**config.mk**
```make
export PLATFORM = sky130hd
export DESIGN_NAME = vga_frame_writer_flat
export DESIGN_NICKNAME = d
export VERILOG_FILES = /design/src/rtl/vga_frame_writer_if.sv /design/src/rtl/vga_frame_writer.sv /design/src/flat_wrapper.sv
export SDC_FILE = /design/constraint.sdc
export NUM_CORES = 1
export LEC_CHECK = 0
export BUFFER_PORTS_ARGS = -buffer_cell sky130_fd_sc_hd__buf_2
export CAP_MARGIN = 20
export CORE_UTILIZATION = 30
export CTS_BUF_LIST = sky130_fd_sc_hd__clkbuf_4 sky130_fd_sc_hd__clkbuf_8
export CTS_CLUSTER_SIZE = 10
export DETAILED_ROUTE_END_ITERATION = 6
export MAX_ROUTING_LAYER = met4
export PLACE_DENSITY = 0.48
export SETUP_SLACK_MARGIN = 0.2
export SLEW_MARGIN = 5
export SYNTH_ARGS = -nofsm -noshare
export SYNTH_HDL_FRONTEND = slang
export SYNTH_SLANG_ARGS = --single-unit
export TNS_END_PERCENT = 1
```
**constraint.sdc**
```tcl
create_clock -name clk -period 2.55 [get_ports clk]
set_clock_uncertainty 0.15 [all_clocks]
set_input_delay 0.1275 -clock clk [delete_from_list [all_inputs] [get_ports clk]]
set_output_delay 0.1275 -clock clk [all_outputs]
set_load 0.005 [all_outputs]
```
**src/rtl/vga_frame_writer_if.sv**
```systemverilog
// rtl/vga_frame_writer_if.sv - pixel stream and frame RAM write port bundle
//
// Purpose: groups the pixel-beat handshake into the frame writer and the
// write port it drives on the frame RAM.
//
// Signals:
//   s_valid   pixel beat valid (source -> writer)
//   s_ready   writer can accept a beat (writer -> source)
//   s_pixel   pixel value
//   s_sof     beat is pixel (0,0) of a new frame
//   ram_we    RAM write enable (writer -> RAM)
//   ram_addr  RAM write address, ADDR_W bits
//   ram_wdata RAM write data, 8 packed pixels
//
// Modports:
//   master  pixel source / RAM side of the system
//   slave   the frame writer
interface vga_frame_writer_if #(
   parameter int ADDR_W = 11
);
   logic              s_valid;
   logic              s_ready;
   logic              s_pixel;
   logic              s_sof;
   logic              ram_we;
   logic [ADDR_W-1:0] ram_addr;
   logic [7:0]        ram_wdata;

   modport master (
      output s_valid, s_pixel, s_sof,
      input  s_ready, ram_we, ram_addr, ram_wdata
   );

   modport slave (
      input  s_valid, s_pixel, s_sof,
      output s_ready, ram_we, ram_addr, ram_wdata
   );
endinterface

```
**src/rtl/vga_frame_writer.sv**
```systemverilog
// rtl/vga_frame_writer.sv - packs a raster pixel stream into 1-bpp frame RAM
//
// Purpose: accepts raster-order pixels over a valid/ready handshake, packs
// 8 pixels per byte (pixel x in bit x%8 of address y*(H_PIX/8)+x/8) and
// writes them to the frame RAM write port. A bulk clear fills the whole
// frame with a single pixel value, one byte per cycle.
//
// Ports:
//   clk         system clock, rising edge
//   rst         asynchronous active-high reset
//   clear_req   one-cycle request to fill the frame with clear_val
//   clear_val   fill pixel value, sampled when clear_req is taken
//   bus         pixel stream in / RAM write port out (slave modport)
//   busy        high while clearing or receiving a frame
//   frame_done  pulse coincident with the last write of a complete frame
//   sof_err     pulse the cycle after a start-of-frame arrives mid-frame
module vga_frame_writer #(
   parameter int H_PIX  = 128,
   parameter int V_PIX  = 128,
   parameter int ADDR_W = 11
) (
   input  logic                  clk,
   input  logic                  rst,
   input  logic                  clear_req,
   input  logic                  clear_val,
   vga_frame_writer_if.slave     bus,
   output logic                  busy,
   output logic                  frame_done,
   output logic                  sof_err
);

   localparam int BYTES_PER_LINE = H_PIX / 8;
   localparam int FRAME_BYTES    = BYTES_PER_LINE * V_PIX;
   localparam int XW             = (H_PIX > 1) ? $clog2(H_PIX) : 1;
   localparam int YW             = (V_PIX > 1) ? $clog2(V_PIX) : 1;

   typedef enum logic [1:0] {
      IDLE  = 2'd0,
      CLEAR = 2'd1,
      RECV  = 2'd2
   } state_t;

   state_t            state_q, state_d;

   // x_q/y_q hold the coordinate the next accepted pixel will occupy.
   logic [XW-1:0]     x_q, x_d;
   logic [YW-1:0]     y_q, y_d;
   logic [7:0]        shift_q, shift_d;
   logic [ADDR_W-1:0] cnt_q, cnt_d;
   logic              clr_val_q, clr_val_d;

   logic              we_q, we_d;
   logic [ADDR_W-1:0] addr_q, addr_d;
   logic [7:0]        wdata_q, wdata_d;
   logic              done_q, done_d;
   logic              err_q, err_d;

   logic              ready;
   logic              accept;
   logic [7:0]        byte_v;
   logic              last_x;
   logic              last_y;
   logic              byte_full;
   logic [ADDR_W-1:0] pix_addr;

   // Ready is gated by rst so the handshake is closed while reset is held,
   // and dropped in IDLE when a clear is requested so a simultaneous
   // start-of-frame beat is not swallowed by the clear.
   assign ready  = !rst && ((state_q == RECV) ||
                            ((state_q == IDLE) && !clear_req));
   assign accept = bus.s_valid && ready;

   assign last_x    = (x_q == XW'(H_PIX - 1));
   assign last_y    = (y_q == YW'(V_PIX - 1));
   assign byte_full = (x_q[2:0] == 3'd7);
   assign pix_addr  = ADDR_W'(y_q) * ADDR_W'(BYTES_PER_LINE)
                    + ADDR_W'(x_q >> 3);

   always_comb begin
      byte_v = shift_q;
      byte_v[x_q[2:0]] = bus.s_pixel;
   end

   // FSM state register
   always_ff @(posedge clk or posedge rst) begin
      if (rst) begin
         state_q <= IDLE;
      end else begin
         state_q <= state_d;
      end
   end

   // Next-state and next-datapath logic
   always_comb begin
      state_d   = state_q;
      x_d       = x_q;
      y_d       = y_q;
      shift_d   = shift_q;
      cnt_d     = cnt_q;
      clr_val_d = clr_val_q;
      we_d      = 1'b0;
      addr_d    = addr_q;
      wdata_d   = wdata_q;
      done_d    = 1'b0;
      err_d     = 1'b0;

      case (state_q)
         IDLE: begin
            if (clear_req) begin
               clr_val_d = clear_val;
               cnt_d     = '0;
               state_d   = CLEAR;
            end else if (accept && bus.s_sof) begin
               // Pixel (0,0): start a fresh byte and point at x = 1.
               shift_d = {7'd0, bus.s_pixel};
               x_d     = XW'(1);
               y_d     = '0;
               state_d = RECV;
            end
         end

         CLEAR: begin
            we_d    = 1'b1;
            addr_d  = cnt_q;
            wdata_d = {8{clr_val_q}};
            if (cnt_q == ADDR_W'(FRAME_BYTES - 1)) begin
               cnt_d   = '0;
               state_d = IDLE;
            end else begin
               cnt_d = cnt_q + ADDR_W'(1);
            end
         end

         RECV: begin
            if (accept) begin
               if (bus.s_sof) begin
                  // Restart: the partially packed byte is dropped and this
                  // beat becomes pixel (0,0). A write registered on the
                  // previous edge is already on the port and still lands.
                  err_d   = 1'b1;
                  shift_d = {7'd0, bus.s_pixel};
                  x_d     = XW'(1);
                  y_d     = '0;
               end else begin
                  shift_d = byte_v;
                  if (byte_full) begin
                     we_d    = 1'b1;
                     addr_d  = pix_addr;
                     wdata_d = byte_v;
                  end
                  if (last_x) begin
                     x_d = '0;
                     if (last_y) begin
                        done_d  = 1'b1;
                        y_d     = '0;
                        state_d = IDLE;
                     end else begin
                        y_d = y_q + YW'(1);
                     end
                  end else begin
                     x_d = x_q + XW'(1);
                  end
               end
            end
         end

         default: begin
            state_d = IDLE;
         end
      endcase
   end

   // Datapath and registered outputs
   always_ff @(posedge clk or posedge rst) begin
      if (rst) begin
         x_q       <= '0;
         y_q       <= '0;
         shift_q   <= '0;
         cnt_q     <= '0;
         clr_val_q <= 1'b0;
         we_q      <= 1'b0;
         addr_q    <= '0;
         wdata_q   <= '0;
         done_q    <= 1'b0;
         err_q     <= 1'b0;
      end else begin
         x_q       <= x_d;
         y_q       <= y_d;
         shift_q   <= shift_d;
         cnt_q     <= cnt_d;
         clr_val_q <= clr_val_d;
         we_q      <= we_d;
         addr_q    <= addr_d;
         wdata_q   <= wdata_d;
         done_q    <= done_d;
         err_q     <= err_d;
      end
   end

   assign bus.s_ready   = ready;
   assign bus.ram_we    = we_q;
   assign bus.ram_addr  = addr_q;
   assign bus.ram_wdata = wdata_q;
   assign busy          = (state_q != IDLE);
   assign frame_done    = done_q;
   assign sof_err       = err_q;

endmodule

```
**src/flat_wrapper.sv**
```systemverilog
// flat-port wrapper written by rule: the top's interface ports become plain ports
module vga_frame_writer_flat 
#(
   parameter int H_PIX  = 128,
   parameter int V_PIX  = 128,
   parameter int ADDR_W = 11
)
  (clk, rst, clear_req, clear_val, busy, frame_done, sof_err, bus_s_valid, bus_s_pixel, bus_s_sof, bus_s_ready, bus_ram_we, bus_ram_addr, bus_ram_wdata);
  vga_frame_writer_if #(.ADDR_W(ADDR_W)) bus_i ();
  input  logic clk;
  input  logic rst;
  input  logic clear_req;
  input  logic clear_val;
  output logic busy;
  output logic frame_done;
  output logic sof_err;
  input wire logic [$bits(bus_i.s_valid)-1:0] bus_s_valid;
  input wire logic [$bits(bus_i.s_pixel)-1:0] bus_s_pixel;
  input wire logic [$bits(bus_i.s_sof)-1:0] bus_s_sof;
  output wire logic [$bits(bus_i.s_ready)-1:0] bus_s_ready;
  output wire logic [$bits(bus_i.ram_we)-1:0] bus_ram_we;
  output wire logic [$bits(bus_i.ram_addr)-1:0] bus_ram_addr;
  output wire logic [$bits(bus_i.ram_wdata)-1:0] bus_ram_wdata;
  assign bus_i.s_valid = bus_s_valid;
  assign bus_i.s_pixel = bus_s_pixel;
  assign bus_i.s_sof = bus_s_sof;
  assign bus_s_ready = bus_i.s_ready;
  assign bus_ram_we = bus_i.ram_we;
  assign bus_ram_addr = bus_i.ram_addr;
  assign bus_ram_wdata = bus_i.ram_wdata;
  vga_frame_writer #(.H_PIX(H_PIX), .V_PIX(V_PIX), .ADDR_W(ADDR_W)) u_core (.clk(clk), .rst(rst), .clear_req(clear_req), .clear_val(clear_val), .bus(bus_i), .busy(busy), .frame_done(frame_done), .sof_err(sof_err));
endmodule
```
==> results of run 1 <==
## path summary, 6_finish.rpt
path | from | endpoint | cells past startpoint
worst max-delay path | u_core.x_q[0]$_DFFE_PP0P_ | u_core.y_q[5]$_DFFE_PP0P_ | 6
worst min-delay path | clear_req | u_core.state_q[0]$_DFFE_PP0P_ | 3
worst max register to register | u_core.x_q[0]$_DFFE_PP0P_ | u_core.y_q[5]$_DFFE_PP0P_ | 6
worst min register to register | u_core.bus.ram_addr[9]$_DFFE_PP0P_ | u_core.bus.ram_addr[9]$_DFFE_PP0P_ | 2
max in group asynchronous | rst | u_core.bus.ram_addr[0]$_DFFE_PP0P_ | 4
min in group asynchronous | rst | u_core.bus.ram_we$_DFF_PP0_ | 3
## repair_timing
item,CTS,global route
endpoints found under the setup margin,0,0
hold buffers,5,0
setup buffers,0,0
hold endpoints to repair,25,0
## cell type report
type | instances | area share (%)
Tap cell | 133 | 4.608
Multi-Input combinational cell | 233 | 40.61
Timing Repair Buffer | 44 | 8.108
Inverter | 8 | 0.8316
Clock buffer | 11 | 4.193
Sequential cell | 58 | 40.19
Clock inverter | 5 | 1.455
## critical path: stages, from the launching register on
cell,delay (ps)
dfrtp_1,530
ha_1,250
nand3_1,230
o21ai_4,280
nand2b_4,100
or2_4,270
o41ai_2,280
## state kept, by name, indices dropped and copies added, names as in the netlist
signal and flops:
u_core.shift_q 8, u_core.bus.ram_addr 11, u_core.frame_done 1, u_core.cnt_q 11
u_core.sof_err 1, u_core.x_q 7, u_core.clr_val_q 1, u_core.bus.ram_we 1
u_core.y_q 7, u_core.bus.ram_wdata 8, u_core.state_q 2
## logic make-up after synthesis
group / count (synthesis) / share of synthesized area, %
flip-flops: 58 / 48.11
buffers and inverters: 23 / 3.401
AO/OA/AOI/OAI: 88 / 19.08
AND/OR/NAND/NOR: 112 / 17.84
XOR/XNOR: 3 / 0.8712
multiplexers: 23 / 7.797
adder cells (fa/ha/maj): 7 / 2.903
## cells in the final DEF (no fill, tap or decap), drive strengths merged, types with 8 or more instances in the layout
| cell type | n |
|---|---|
| nand2 | 39 |
| nand3 | 12 |
| mux2i | 19 |
| nor2 | 26 |
| dfrtp | 58 |
| buf | 39 |
| clkbuf | 11 |
| a21o | 8 |
| o31ai | 10 |
| inv | 8 |
| o21ai | 39 |
## per-layer routing
layer | wire length [um] | global-route usage (%) | vias up | share of wire [%]
met5 | 0 | - | - | 0
met4 | 89 | 5.824 | 0 | 1.2
met3 | 192 | 3.557 | 7 | 2.6
met2 | 3360 | 23.44 | 37 | 45
met1 | 3748 | 21.52 | 1210 | 51
li1 | - | - | 1207 | -
## through the flow
stage / std cells / utilization, % / setup slack (ps) / cell area, um2
after floorplan: 314 / - / 621.1 / 3017
after global placement: 471 / 34.34 / 400.9 / 3357
after detailed placement: 471 / 34.34 / 366.6 / 3357
after CTS: 492 / 36.94 / 330.1 / 3611
after global routing: 492 / 36.94 / 221.6 / 3611
final: 492 / 36.94 / 347.4 / 3611
## cell usage after synthesis (8+ instances only)
cell type,instances
a21o_1,8
clkbuf_1,10
dfrtp_1,58
inv_1,8
mux2i_1,19
nand2_1,39
nand3_1,12
nor2_1,25
o21ai_0,36
o31ai_1,10
## where the power goes
| part | internal [mW] | total (mW) | switching [mW] |
|---|---|---|---|
| Combinational | 0.452 | 1.09 | 0.636 |
| Sequential | 1.08 | 1.23 | 0.142 |
| Clock | 0.499 | 0.886 | 0.387 |
==> run_results.csv, run 1 <==
group,metric,value,unit
job,cap_violations,0,
floorplan,die-width,102.3,um
timing,slew_headroom,65.43,%
clock_tree,cts_tree,"done",
timing,finalCritPeriodShare,86.38,%
setup_path,crit_type,"reg -> reg",
floorplan,core,9774,um2
setup_path,end_kind,"flip-flop",
drt,vias,2461,
synth,yosysUniqueCellTypes,45,
synth,syn_area_per_cell,9.607,um2
clock_tree,clock_latency,340,ps
clock_tree,cts_inserted_buffers,9,
timing,hold_slack,76.76,ps
place,routabilityCongestion,0.7839,
synth,yosys_warnings,0,
clock_tree,cts.htree.levels,3,
power,power_density,886.4,nW/um2
floorplan,start_util,30.86,%
layout,diodes,0,
timing,setup_viol,0,
timing,fmax,454.0,MHz
timing,tightest_slew,517.8,ps
setup_path,cp_data_arrival_time,2280,ps
layout,num-nets-final,368,
drt,finalWirelength,7390,um
layout,synthToLayoutAreaGrowth,19.70,%
setup_path,required,2630,ps
timing,finalHoldViolCount,0,
synth,ys_top_cells_by_area,"dfrtp_1 (48%), mux2i_1 (6.3%), o21ai_0 (6.0%)",
global_route,overflow,0,
drt,detail_route.first_pass.iterations,4,
power,leakagePower,1.623,nW
layout,layout-drive-gt1-share,18.94,%
drt,ant_nets,0,
synth,synth_nets,328,
floorplan,dieArea,10460,um2
synth,netlist_instances,314,
clock_tree,clock_path_buffers,2,
clock_tree,root_buffer,"clkbuf_8",
power,power,3.201,mW
synth,synth_edf_count,0,
setup_path,regToRegSetupSlack,350,ps
global_route,grt_pass1_wl,12160,um
timing,rsz0062_at_grt,"no",
drt,drc,0,
layout,multi_input_area,1466,um2
synth,synth-seq-cells,58,
synth,yosysSeqAreaShare,48.11,%
global_route,grt_usage,15.99,%
setup_path,critPathLaunchType,"flip-flop",
timing,drv_slew,0,
timing,period_needed,2203,ps
global_route,antenna_found_initial,0,
power,peakVddDrop,0.2876,mV
drt,wl_per_cell,15.02,um
run_status,outcome,"finished clean",
floorplan,die_h,102.3,um
timing,tns,0,ps
clock_tree,clk_pin_slew,70,ps
synth,synth_ff_type,"dfrtp_1",
worst_hold_path,hp-class,"in -> reg",
setup_path,path_max_fanout,11,
drt,via_per_inst,5.002,
place,dp_hpwl,5313,um
layout,seqCellArea,1451,um2
synth,yosys.area.top_type,"dfrtp_1",
layout,nFillCells,1010,
synth,synthArstFlopShare,100.0,%
drt,drt_iter0_markers,90,
global_route,grt_pass1_vias,2340,
synth,syn_area,3017,um2
clock_tree,cts_resized,0,
floorplan,io_pins,31,
floorplan,rows,36,
place,port_buffers,30,
synth,synth_top_area_share,48.11,%
clock_tree,cts.sinks,58,
global_route,grt_max_degree,39,
No activity file was read; power rests on OpenSTA's default activity.
==> run 2: changes to the inputs <==
CTS_BUF_LIST = sky130_fd_sc_hd__clkbuf_16   (was sky130_fd_sc_hd__clkbuf_4 sky130_fd_sc_hd__clkbuf_8)
GPL_TIMING_DRIVEN = 0   (was unset)
==> run 2 against run 1 <==
Against the previous run: non-clock buffer count grew 5; sequential cell count stayed put; worst setup slack got worse by 35 ps.
==> run_results.csv, run 2 (same netlist as run 1, synthesis figures left out) <==
group,metric,value,unit
power,peakVddDrop,0.3332,mV
clock_tree,clock_path_buffers,2,
setup_path,slowest_delay,370,ps
clock_tree,root_buffer,"clkbuf_16",
layout,nFillCells,1015,
floorplan,start_util,30.86,%
global_route,grt_usage,16.72,%
layout,final_common_cell,"dfrtp_1",
timing,rsz0062_at_grt,"yes",
global_route,grt_pass1_vias,2400,
run_status,outcome,"finished clean",
layout,synthToLayoutAreaGrowth,21.94,%
setup_path,cp_slowest_cell,"dfrtp_1",
worst_hold_path,whs_path_depth,3,
setup_path,crit_type,"reg -> reg",
floorplan,io_pins,31,
timing,tightest_slew,567.7,ps
worst_hold_path,hold_end,"u_core.state_q[0]$_DFFE_PP0P_",
drt,drc,0,
clock_tree,clock_latency,330,ps
drt,drt_iter0_markers,192,
setup_path,required,2670,ps
drt,ant_nets,0,
timing,slew_headroom,62.16,%
global_route,overflow,0,
clock_tree,cts_tree,"done",
layout,num-nets-final,373,
timing,setup_viol,0,
layout,seqCellArea,1451,um2
drt,detail_route.first_pass.iterations,4,
timing,tns,0,ps
timing,period_needed,2237,ps
timing,finalCritPeriodShare,87.73,%
clock_tree,clk_pin_slew,50,ps
power,power_density,942.7,nW/um2
timing,setup_slack,312.8,ps
drt,finalWirelength,7470,um
place,routabilityCongestion,0.8275,
place,dp_hpwl,5464,um
setup_path,crit_chain,"inv_1 > ha_1 > and2b_1 > and3_1 > a21oi_2 > buf_4 > a311oi_1 > a21o_1",
setup_path,end_kind,"flip-flop",
clock_tree,cts_setup_buffers,0,
floorplan,die-width,102.3,um
setup_path,rr_worst_depth,8,
place,place_inst,477,
place,place_area,3348,um2
place,port_buffers,29,
layout,multi_input_area,1466,um2
clock_tree,cts.sinks,58,
floorplan,dieArea,10460,um2
floorplan,rows,36,
layout,layout_common_cells,"dfrtp_1 (58), nand2_1 (39), o21ai_0 (36), buf_2 (30), nor2_1 (25)",
layout,final_area,3679,um2
timing,drv_slew,0,
layout,post-route-util,37.63,%
timing,fmax,447.0,MHz
floorplan,die_h,102.3,um
job,cap_violations,0,
drt,wl_per_cell,15.03,um
place,place_ws,241.5,ps
clock_tree,cts_inserted_buffers,9,
setup_path,r2r_start,"u_core.state_q[0]$_DFFE_PP0P_",
setup_path,regToRegSetupSlack,310,ps
global_route,grt_max_degree,40,
layout,diodes,0,
setup_path,path_max_fanout,10,
layout,stdcell_count,497,
drt,vias,2392,
setup_path,reg2reg_to,"u_core.bus.ram_wdata[7]$_DFFE_PP0P_",
setup_path,critPathLaunchType,"flip-flop",
worst_hold_path,hp-class,"in -> reg",
global_route,grt_pass1_wl,12680,um
drt,via_per_inst,4.813,
setup_path,cp-startpoint,"u_core.state_q[0]$_DFFE_PP0P_",
clock_tree,cts.htree.levels,3,
floorplan,core,9774,um2
global_route,antenna_found_initial,0,
power,leakagePower,1.640,nW
timing,finalHoldViolCount,0,
setup_path,cp_data_arrival_time,2350,ps
layout,layout-drive-gt1-share,16.76,%
worst_hold_path,min_from,"clear_req",
==> run 2: cell types whose count changed in the layout (fill, tap and decap cells not counted), moves of 2 or more <==
cell / change
clkinv_1: +2
buf_4: -3
clkbuf_16: +9
clkinv_2: -2
clkbuf_1: +10
clkbuf_8: -11
==> run 2: how the worst max path moves through the flow <==
| stage | to | slack [ps] | cells past startpoint |
|---|---|---|---|
| global route | u_core.y_q[6]$_DFFE_PP0P_ | 140 | 7 |
| finish | u_core.bus.ram_wdata[7]$_DFFE_PP0P_ | 310 | 8 |
| floorplan | u_core.y_q[5]$_DFFE_PP0P_ | 620 | 7 |
| CTS | u_core.bus.ram_addr[10]$_DFFE_PP0P_ | 220 | 7 |
| global placement | u_core.bus.ram_wdata[1]$_DFFE_PP0P_ | -70 | 2 |
| detailed placement | u_core.bus.ram_wdata[5]$_DFFE_PP0P_ | 240 | 7 |
==> run 2: per-layer routing <==
layer,part of all wire (%),up-vias,track usage [%]
li1,-,1219,-
met1,51,1118,22.50
met2,45,43,24.99
met3,2.9,12,2.599
met4,1.9,0,6.923
met5,0,-,-
==> run 2: final cells by class <==
class	instances	share of cell area, %
multi-input combinational	233	39.86
clock buffer	9	6.122
inverter	8	0.8163
buffer	15	1.973
clock inverter	7	1.667
tap	133	4.524
timing repair buffer	34	5.578
sequential	58	39.46
==> run 2: worst max-delay path, delay by kind of cell (launching register included) <==
| kind | cells | cell delay [ps] |
|---|---|---|
| buf+inv | 2 | 290 |
| compound gates | 3 | 490 |
| fa+ha+maj | 1 | 300 |
| simple gates | 2 | 560 |
| flops | 1 | 370 |
==> run 2: repair_timing <==
item / 4_1_cts / 5_1_grt
hold endpoints to repair: 22 / 0
setup endpoints to repair: 0 / 25
hold buffers: 4 / 0
resized for setup: 0 / 1
==> run 2: per-stage QoR <==
step / hold WS [ps] / total power [mW]
3_5_place_dp: 51.17 / 2.319
6_report: 82.18 / 3.468
5_1_grt: 103.9 / 3.705
2_1_floorplan: 128.0 / 1.954
4_1_cts: 86.42 / 3.497
3_3_place_gp: 218.3 / 2.318
==> run 2: power breakdown <==
part	switching [mW]	total, mW	internal, mW
combinational	0.667	1.11	0.440
sequential	0.112	1.20	1.09
clock	0.420	1.16	0.743
